File: config.mk
export PLATFORM = sky130hd
export DESIGN_NAME = ln_float16
export DESIGN_NICKNAME = d
export VERILOG_FILES = /design/src/rtl/ln_float16_pkg.sv /design/src/rtl/float16_add.sv /design/src/rtl/float16_from_int6.sv /design/src/rtl/float16_mul.sv /design/src/rtl/ln_float16.sv
export SDC_FILE = /design/constraint.sdc
export NUM_CORES = 1
export LEC_CHECK = 0
export CAP_MARGIN = 40
export CORE_UTILIZATION = 50
export DETAILED_ROUTE_END_ITERATION = 8
export PLACE_DENSITY = 0.66
export SETUP_SLACK_MARGIN = 0.3
export SKIP_LAST_GASP = 1
export SYNTH_ARGS = -nofsm -noshare
export SYNTH_HDL_FRONTEND = slang
export SYNTH_SLANG_ARGS = --single-unit
File: constraint.sdc
create_clock -name clk -period 13.9 [get_ports clk]
set_clock_uncertainty 0.1 [all_clocks]
set_input_delay 4.17 -clock clk [delete_from_list [all_inputs] [get_ports clk]]
set_output_delay 4.17 -clock clk [all_outputs]
set_load 0.05 [all_outputs]
File: src/rtl/ln_float16_pkg.sv
// Shared types and constants for the float16 natural-log unit.
package ln_float16_pkg;

  typedef enum logic [2:0] {
    S_IDLE, S_PRE, S_H_MUL, S_H_ADD, S_T_MUL, S_E_MUL, S_SUM, S_DONE
  } state_t;

  localparam logic [15:0] LN2     = 16'h398C;
  localparam logic [15:0] NEG_ONE = 16'hBC00;
  localparam logic [15:0] QNAN    = 16'h7E00;
  localparam logic [15:0] NEG_INF = 16'hFC00;
  localparam logic [15:0] POS_INF = 16'h7C00;

  // Taylor coefficients of ln(1+t): (-1)^(k+1)/k in binary16
  function automatic logic [15:0] coef(input logic [3:0] k);
    case (k)
      4'd1:    coef = 16'h3C00;
      4'd2:    coef = 16'hB800;
      4'd3:    coef = 16'h3555;
      4'd4:    coef = 16'hB400;
      4'd5:    coef = 16'h3266;
      4'd6:    coef = 16'hB155;
      4'd7:    coef = 16'h3092;
      4'd8:    coef = 16'hB000;
      default: coef = 16'h0000;
    endcase
  endfunction

endpackage

File: src/rtl/float16_add.sv
// binary16 adder, round-to-nearest-even, subnormals flushed to zero.
module float16_add (
  input  logic [15:0] a,
  input  logic [15:0] b,
  output logic [15:0] y
);
  logic [15:0]       big, sml;
  logic              sa, sb, sub;
  logic [4:0]        ea, eb, d;
  logic [10:0]       ma, mb;
  logic [26:0]       wide;
  logic [13:0]       xa, xb, nrm;
  logic [14:0]       sum;
  logic [3:0]        lz;
  logic [11:0]       rnd;
  logic [9:0]        frac;
  logic signed [6:0] er;

  always_comb begin
    if (a[14:0] >= b[14:0]) begin big = a; sml = b; end
    else                    begin big = b; sml = a; end
    sa  = big[15];  sb = sml[15];  sub = sa ^ sb;
    ea  = big[14:10]; eb = sml[14:10];
    ma  = (ea == 5'd0) ? 11'd0 : {1'b1, big[9:0]};
    mb  = (eb == 5'd0) ? 11'd0 : {1'b1, sml[9:0]};
    d   = ea - eb;
    // align: 11 mantissa bits + guard + round, everything lower ORed into sticky
    wide = {mb, 16'b0} >> d;
    xa  = {ma, 3'b0};
    xb  = {wide[26:14], |wide[13:0]};
    sum = sub ? ({1'b0, xa} - {1'b0, xb}) : ({1'b0, xa} + {1'b0, xb});
    er  = $signed({2'b0, ea});
    lz  = 4'd0;
    for (int i = 0; i < 14; i++) if (sum[i]) lz = 4'(13 - i);
    if (sum[14]) begin
      nrm = {sum[14:2], sum[1] | sum[0]};
      er  = er + 7'sd1;
    end else begin
      nrm = sum[13:0] << lz;
      er  = er - $signed({3'b0, lz});
    end
    rnd = {1'b0, nrm[13:3]} + 12'(nrm[2] & (nrm[1] | nrm[0] | nrm[3]));
    if (rnd[11]) er = er + 7'sd1;
    frac = rnd[11] ? rnd[10:1] : rnd[9:0];
    y = {sa, er[4:0], frac};
    if (sum == 15'd0)        y = {sa & sb, 15'b0};
    else if (er <= 7'sd0)    y = {sa, 15'b0};
    else if (er >= 7'sd31)   y = {sa, 5'h1F, 10'b0};
    if (ea == 5'h1F) begin
      if (big[9:0] != 10'd0 || (eb == 5'h1F && sub)) y = 16'h7E00;
      else                                           y = big;
    end
  end
endmodule

File: src/rtl/float16_from_int6.sv
// Exact conversion of a 6-bit two's-complement integer to binary16.
module float16_from_int6 (
  input  logic [5:0]  v,
  output logic [15:0] y
);
  logic [5:0] mag;
  logic [2:0] p;
  logic [9:0] frac;

  always_comb begin
    mag = v[5] ? 6'(~v + 6'd1) : v;
    p = 3'd0;
    for (int i = 0; i < 6; i++) if (mag[i]) p = 3'(i);
    // leading one lands on bit 10 and drops out as the hidden bit
    frac = 10'({4'b0, mag} << (4'd10 - {1'b0, p}));
    y = (mag == 6'd0) ? 16'h0000 : {v[5], 5'd15 + {2'b0, p}, frac};
  end
endmodule

File: src/rtl/float16_mul.sv
// binary16 multiplier, round-to-nearest-even, subnormals flushed to zero.
module float16_mul (
  input  logic [15:0] a,
  input  logic [15:0] b,
  output logic [15:0] y
);
  logic              s, g, st;
  logic [4:0]        ea, eb;
  logic [21:0]       p;
  logic [10:0]       m;
  logic [11:0]       rnd;
  logic [9:0]        frac;
  logic signed [7:0] er;

  always_comb begin
    s  = a[15] ^ b[15];
    ea = a[14:10];
    eb = b[14:10];
    p  = {11'b0, 1'b1, a[9:0]} * {11'b0, 1'b1, b[9:0]};
    er = $signed({3'b0, ea}) + $signed({3'b0, eb}) - 8'sd15;
    if (p[21]) begin
      m = p[21:11]; g = p[10]; st = |p[9:0]; er = er + 8'sd1;
    end else begin
      m = p[20:10]; g = p[9];  st = |p[8:0];
    end
    rnd = {1'b0, m} + 12'(g & (st | m[0]));
    if (rnd[11]) er = er + 8'sd1;
    frac = rnd[11] ? rnd[10:1] : rnd[9:0];
    y = {s, er[4:0], frac};
    if (er <= 8'sd0)       y = {s, 15'b0};
    else if (er >= 8'sd31) y = {s, 5'h1F, 10'b0};
    if (ea == 5'd0 || eb == 5'd0) y = {s, 15'b0};
    if (ea == 5'h1F || eb == 5'h1F) begin
      if ((ea == 5'h1F && a[9:0] != 10'd0) || (eb == 5'h1F && b[9:0] != 10'd0) ||
          ea == 5'd0 || eb == 5'd0)
        y = 16'h7E00;
      else
        y = {s, 5'h1F, 10'b0};
    end
  end
endmodule

File: src/rtl/ln_float16.sv
// Iterative binary16 ln(x) = E*ln2 + ln(m), ln(m) by Horner Taylor series in t = m-1,
// sharing one multiplier and one adder under an FSM.
module ln_float16
  import ln_float16_pkg::*;
#(
  parameter int DATA_WIDTH = 16,
  parameter int N_TERMS    = 8
) (
  input  logic                  clk,
  input  logic                  rst,
  input  logic                  in_vld,
  output logic                  in_rdy,
  input  logic [DATA_WIDTH-1:0] data_in,
  output logic                  out_vld,
  input  logic                  out_rdy,
  output logic [DATA_WIDTH-1:0] ln_out
);
  state_t      state, nxt;
  logic [15:0] x, t, e_f, acc, eln;
  logic [3:0]  k;
  logic [15:0] mul_a, mul_b, mul_y, add_a, add_b, add_y;
  logic [15:0] m_f, e_f16, spec_val;
  logic [5:0]  e_int;
  logic        halve, special;

  float16_mul u_mul (.a(mul_a), .b(mul_b), .y(mul_y));
  float16_add u_add (.a(add_a), .b(add_b), .y(add_y));
  float16_from_int6 u_cvt (.v(e_int), .y(e_f16));

  // operand decode, only meaningful in PRE
  always_comb begin
    halve    = x[9];
    m_f      = {1'b0, halve ? 5'd14 : 5'd15, x[9:0]};
    e_int    = {1'b0, x[14:10]} - 6'd15 + {5'b0, halve};
    special  = 1'b1;
    spec_val = NEG_INF;
    if (x[14:10] == 5'd0)                           spec_val = NEG_INF;
    else if (x[15] || (x[14:10] == 5'h1F && x[9:0] != 10'd0)) spec_val = QNAN;
    else if (x[14:10] == 5'h1F)                     spec_val = POS_INF;
    else                                            special  = 1'b0;
  end

  always_comb begin
    mul_a = t;
    mul_b = acc;
    if (state == S_E_MUL) begin mul_a = e_f; mul_b = LN2; end
    add_a = acc;
    add_b = coef(k);
    case (state)
      S_PRE: begin add_a = m_f; add_b = NEG_ONE; end
      S_SUM: add_b = eln;
      default: ;
    endcase
  end

  always_ff @(posedge clk) begin
    if (rst) state <= S_IDLE;
    else     state <= nxt;
  end

  always_comb begin
    nxt = state;
    case (state)
      S_IDLE:  if (in_vld) nxt = S_PRE;
      S_PRE:   nxt = special ? S_DONE : S_H_MUL;
      S_H_MUL: nxt = S_H_ADD;
      S_H_ADD: nxt = (k == 4'd1) ? S_T_MUL : S_H_MUL;
      S_T_MUL: nxt = S_E_MUL;
      S_E_MUL: nxt = S_SUM;
      S_SUM:   nxt = S_DONE;
      S_DONE:  if (out_rdy) nxt = S_IDLE;
      default: nxt = S_IDLE;
    endcase
  end

  assign in_rdy  = (state == S_IDLE);
  assign out_vld = (state == S_DONE);

  always_ff @(posedge clk) begin
    if (rst) begin
      x <= '0; t <= '0; e_f <= '0; acc <= '0; eln <= '0; k <= '0; ln_out <= '0;
    end else begin
      case (state)
        S_IDLE: if (in_vld) x <= data_in;
        S_PRE: begin
          if (special) ln_out <= spec_val;
          t   <= add_y;
          e_f <= e_f16;
          acc <= coef(4'(N_TERMS));
          k   <= 4'(N_TERMS - 1);
        end
        S_H_MUL, S_T_MUL: acc <= mul_y;
        S_H_ADD: begin acc <= add_y; k <= k - 4'd1; end
        S_E_MUL: eln <= mul_y;
        S_SUM:   ln_out <= add_y;
        default: ;
      endcase
    end
  end
endmodule
### Yosys cells after proc, flatten, opt, wreduce, memory -nomap -nowiden

Memory sizes are Yosys's and may differ from the RTL's. A register that Yosys moved wholly into a read port is not among the register bits.
Index checks and enable logic that the tools add are counted.

| cells by class | value |
|---|---|
| add/sub/neg operators | 18 |
| multiply operators | 1 |
| magnitude comparators | 5 |
| eq/ne operators | 16 |
| shift operators | 3 |
| mux-type cells | 68 |
| bitwise gates (word level) | 10 |
| reductions and logical operators | 33 |

Operators with widths:

| operator | number |
|---|---|
| $mux W16 | 15 |
| $mux W15 | 6 |
| $mux W4 | 16 |
| $pmux W16 S2 | 2 |
| $pmux W16 S3 | 1 |
| $reduce_bool A10 Y1 | 4 |
| $mux W11 | 3 |
| $shr A27 B5 Y27 | 1 |
| $eq A5 B5 Y1 const B | 5 |
| $logic_not A5 Y1 | 5 |
| $add A11 B12 Y12 | 2 |
| $and A1 B12 Y12 | 2 |
| $pmux W3 S8 | 1 |
| $mul A11 B11 Y22 | 1 |
| $mux W10 | 2 |
| $mux W3 | 6 |
| $add A8 B2 Y8 const B | 2 |
| $mux W8 | 2 |
| $add A14 B14 Y15 | 1 |
| $ge A15 B15 Y1 | 1 |
| $logic_not A15 Y1 | 1 |
| $sub A14 B14 Y15 | 1 |
| $mux W14 | 1 |
| $mux W7 | 2 |
| 44 further kinds | 71 |

| word-level totals | value |
|---|---|
| bits in registers | 103 |
| bits in read-only memories | 224 |
| bits of input ports | 20 |
| output and inout bits | 18 |
| logic and storage cells | 163 |
| memories | 1 |

Memory list:

| name | depth | bits a word | rd ports | clocked after memory_dff | wr ports | RTL line | text |
|---|---|---|---|---|---|---|---|
| (no name shown) | 16 | 14 | 1 | 1 | 0 | ln_float16_pkg.sv:16 | `case (k)` |

### Depth between registers and ports, before layout

| logic depth | value |
|---|---|
| word-level depth | 37 |
| gate-level depth with buffers | 64 |
| depth with buffers taken out | 56 |

### Cells and area by module

A second synthesis with hierarchy kept.

| second synthesis, totals | value |
|---|---|
| cell total of the unflattened synthesis | 2,472 |
| area total of the unflattened synthesis | 17,594.4 um2 |

Modules (own cells, without submodules):

| module | times used | cells an instance | area an instance (um2) | sequential area each (um2) |
|---|---|---|---|---|
| float16_mul | 1 | 762 | 5,858.1 | 0.0 |
| float16_add | 1 | 887 | 5,775.5 | 0.0 |
| ln_float16 | 1 | 715 | 5,252.5 | 2,262.2 |
| float16_from_int6 | 1 | 108 | 708.2 | 0.0 |

### Worst setup path after synthesis

Ideal clock, no wire load.

| path | value |
|---|---|
| path kind | reg-to-reg |
| from | register state[2] |
| to | register ln_out[3] |
| library setup time | 128 ps |
| arrival time | 11,587 ps |
| data required time | 13,672 ps |
| path slack | 2,085 ps |
| cell stages (with the launch flop) | 60 |
| buffers on the path | 7 |
| period minus slack after synthesis | 11,815 ps |
| cell sequence | dfxtp_1 > buf_2 > inv_1 > clkbuf_1 > o21a_1 > a221oi_1 > ha_1 > clkbuf_1 > a21oi_1 > nor2b_1 > o21ai_0 > o311a_1 > o31a_1 > buf_2 > nand2_1 > clkbuf_1 > buf_1 > nor3_1 > (+24 left out) > xor2_2 > nand4_1 > o21ai_4 > ha_1 > inv_1 > fa_1 > a21o_1 > a21oi_1 > xnor2_1 > mux2i_1 > and2_1 > or4b_2 > and3_1 > o21ai_0 > a211oi_2 > buf_2 > a32oi_1 > nor2_1 |

| on the way | value |
|---|---|
| cells in the longest elaborated chain, start to end | 37 |
| elaborated cells between the ends (all ways) | 62 |
| those cells by class | add/sub: 7; order compare: 3; eq/ne: 5; shift: 2; mux: 31; bitwise: 5; reduce/logical: 9 |

RTL lines:

| item | RTL line | text |
|---|---|---|
| start, declared | ln_float16.sv:18 | `state_t state, nxt;` |
| start signal, assigned | ln_float16.sv:58 | `else state <= nxt;` |
| branches (longest 37 deep; another with $ge A15 B15 Y1) | - |  |
| end signal, assigned | ln_float16.sv:86 | `if (special) ln_out <= spec_val;` |
| end signal, assigned | ln_float16.sv:95 | `S_SUM: ln_out <= add_y;` |
| end, declared | ln_float16.sv:16 | `output logic [DATA_WIDTH-1:0] ln_out` |

Parallel ways; which one is timed is not known.
A chain may end at the register's enable or synchronous reset.

### Final worst setup path

| path | value |
|---|---|
| from | register state[2] |
| to | register ln_out[9] |

The elaborated chain is that of the path after synthesis.

==> results.md <==
* Largest net degree at the start of global routing at 57
* Hold-fix buffers, CTS at 0
* Syn Inst Count at 2316
* First-pass detailed-route iteration total at 8
* Clk_lat worst skew at 0.42 ns
* Worst Setup Path Type: register to register
* Met3 GRT Util at 0.0859
* Largest area contributor in the netlist: dfxtp_1
* Hold Fails Final Rpt at 0
* Multi-input combinational cell area at 13400 um^2
* Drt total wl at 64.4 mm
* Most Used Layer, Global Route: met2
* Routing usage on met2 at 0.570
* Routed Antenna Nets at 0
* DR vias/cell at 6.53
* CP arrival at 12.87 ns
* Max cap viols at 0
* Crit. End Element: register
* Post-synth EDFFs at 0
* DIE HEIGHT at 185 um
* Post-CTS setup buffers at 0
* Row count at 66
* Routability cong. at 1.04
* Register Area at 2260 um^2
* Worst slew pin tran at 0.982 ns
* Final #Nets at 2546
* Commonest non-fill, non-tap cells in the layout: 322 x nand2_1, 216 x nor2_1, 190 x inv_1
* DRT iter0 DRCs at 1925
* RSZ-0062 raised after global routing: no
* Total core area at 32900 um^2
* Initial core utilization at 0.512
* TNS Setup at 0 ns
* Post-synth ARST share at 0
* Initial antenna violation count at 1
* Longest Clk Path Bufs at 2
* Setup Viol. Count Final at 0
* Worst EP required at 14.07 ns
* Reg-to-reg slack, setup at 1.19 ns
* CP startpoint kind: register
* Total placed cells including tap cells at 2741
* Synth top area share at 0.134
* Tot GR Track Use at 0.382
* Yosys Warn Count at 0
* CTS tree: built
* DP Wirelength at 52.2 mm
* Post-cts resize count at 0
* Share of cells above drive strength 1 at 0.0704
* Most common cell after layout, fill and taps aside: nand2_1
* Post-synthesis cell area at 16800 um^2
* Fillcell total at 3272
* Worst R2R End: ln_out[9]
* Antenna Cells at 0
* Syn nets at 2543
* Hold Path Stages at 2
* Distinct cell type count after synthesis at 120
* Routed vias at 18100
* Status: finished clean
* Synth area leaders: dfxtp_1 13%, fa_1 9.9%, ha_1 9.2%, nand2_1 7.2%, nor2_1 4.8%
* Num CTS Buffers at 17
* Slew Limit Fails at 0
* Port-buffer cells at 37
* Worst hold slack at 0.356 ns
* Crit Reg-Reg Startpoint: state[2]
* Critical hold path startpoint: e_f[13]
* First-pass GRT wire length at 100 mm
* Grt ovf at 0
* H-tree depth at 4
* Relative slew slack at 0.340
* Routing usage on met1 at 0.527
* Flops & latches, synth at 113
* Die span in x at 185 um
* Sink Count at 113
* # IOs at 38
* Hold Path Sink: e_f[13]
* Final min period at 12.71 ns
* DRC at 0
* CP max stage delay at 0.74 ns
* Fmax at 78.7 MHz
* Non-Filler Instances at 2773
* Final Cycle Share at 0.914
* Worst R2R Path Depth at 55
* DR WL/cell at 23.2 um
* Avg Cell Area, Syn at 7.27 um^2
* Vias in the first global route at 17300
* Area Growth Syn to Fin at 8.60%
* Hold Crit Class: register to register
* Max FO, Critical Path at 37
* CTS root buf: clkbuf_16
* CP max-delay cell: dfxtp_1
* Die area at 34400 um^2
* Clock slew at reported path FFs at 0.05 ns
* Sequential area share after synthesis at 0.134
* Main synth FF type: dfxtp_1
synth_stat cells, types with 8 or more instances:
| cell | instances |
|---|---|
| nand2_1 | 323 |
| nor2_1 | 217 |
| inv_1 | 190 |
| a21oi_1 | 158 |
| ha_1 | 124 |
| dfxtp_1 | 113 |
| o21ai_0 | 103 |
| clkbuf_1 | 85 |
| fa_1 | 83 |
| nor3_1 | 62 |
| and3_1 | 58 |
| nand3_1 | 57 |
| xnor2_1 | 54 |
| mux2i_1 | 52 |
| a211oi_1 | 38 |
| a31oi_1 | 34 |
| and2_1 | 26 |
| a21o_1 | 25 |
| a22oi_1 | 25 |
| nand4_1 | 24 |
| nand2b_1 | 23 |
| o211ai_1 | 22 |
| o22ai_1 | 22 |
| nor4_1 | 19 |
| or3_1 | 19 |
| nor2b_1 | 18 |
| or2_2 | 18 |
| a21boi_0 | 13 |
| o21a_1 | 13 |
| xor2_1 | 13 |
| a221oi_1 | 12 |
| o31ai_1 | 12 |
| buf_2 | 11 |
| mux2_2 | 11 |
| o211a_1 | 11 |
| o21ai_1 | 10 |
| a311oi_1 | 9 |
| o221ai_1 | 9 |
| o21bai_1 | 8 |
per-layer routing:
metal	share of wire	wire, um
met3	0.098	6310
met5	0.00020	13
met1	0.44	28000
met4	0.043	2800
met2	0.42	27300
logic make-up (layout without fill, tap and decap cells):
kind of cell | count (synthesis) | count (layout) | synth area share
AO/OA/AOI/OAI | 641 | 641 | 0.266
XOR/XNOR | 69 | 69 | 0.0375
adder cells (fa/ha/maj) | 209 | 209 | 0.192
buffers and inverters | 304 | 319 | 0.0710
flip-flops | 113 | 113 | 0.134
multiplexers | 64 | 64 | 0.0396
AND/OR/NAND/NOR | 916 | 916 | 0.259
final cells by class:
type | instances | area share
inverter | 195 | 0.0402
clock buffer | 21 | 0.0252
multi-input combinational | 1899 | 0.733
tap | 442 | 0.0303
clock inverter | 10 | 0.00479
timing repair buffer | 93 | 0.0427
sequential | 113 | 0.124
registers in the layout (all words and copies together), names as in the netlist, named ones only:
name / count
acc: 16
e_f: 16
eln: 16
ln_out: 16
t: 16
x: 16
k: 4
state: 3
worst max path at each step:
stage | from | to
6_report | state[2] | ln_out[9]
3_5_place_dp | state[2] | acc[12]
4_1_cts | state[2] | acc[12]
2_1_floorplan | state[2] | ln_out[3]
3_3_place_gp | state[1] | acc[12]
5_1_grt | state[2] | ln_out[9]
critical path: cells and delay by family (launching register included):
kind / cells / cell delay (ns)
AOI/OAI and AO/OA: 23 / 4.61
muxes: 1 / 0.40
and+or+nand+nor: 17 / 2.91
buffers and inverters: 8 / 1.83
adders and majority gates: 4 / 1.37
xor gates and xnor gates: 2 / 0.52
DFF: 1 / 0.74
per-stage QoR:
step	util	cell area (um^2)	worst slack, ns
5_1_grt	0.556	18300	0.373
3_3_place_gp	0.537	17700	1.40
6_report	0.556	18300	1.19
3_5_place_dp	0.539	17700	1.37
4_1_cts	0.556	18300	1.31
2_1_floorplan	-	16800	2.09
Power is left out: the tool's default activity adds up to more than one toggle a clock period on the data nets, which glitch-free logic cannot reach.
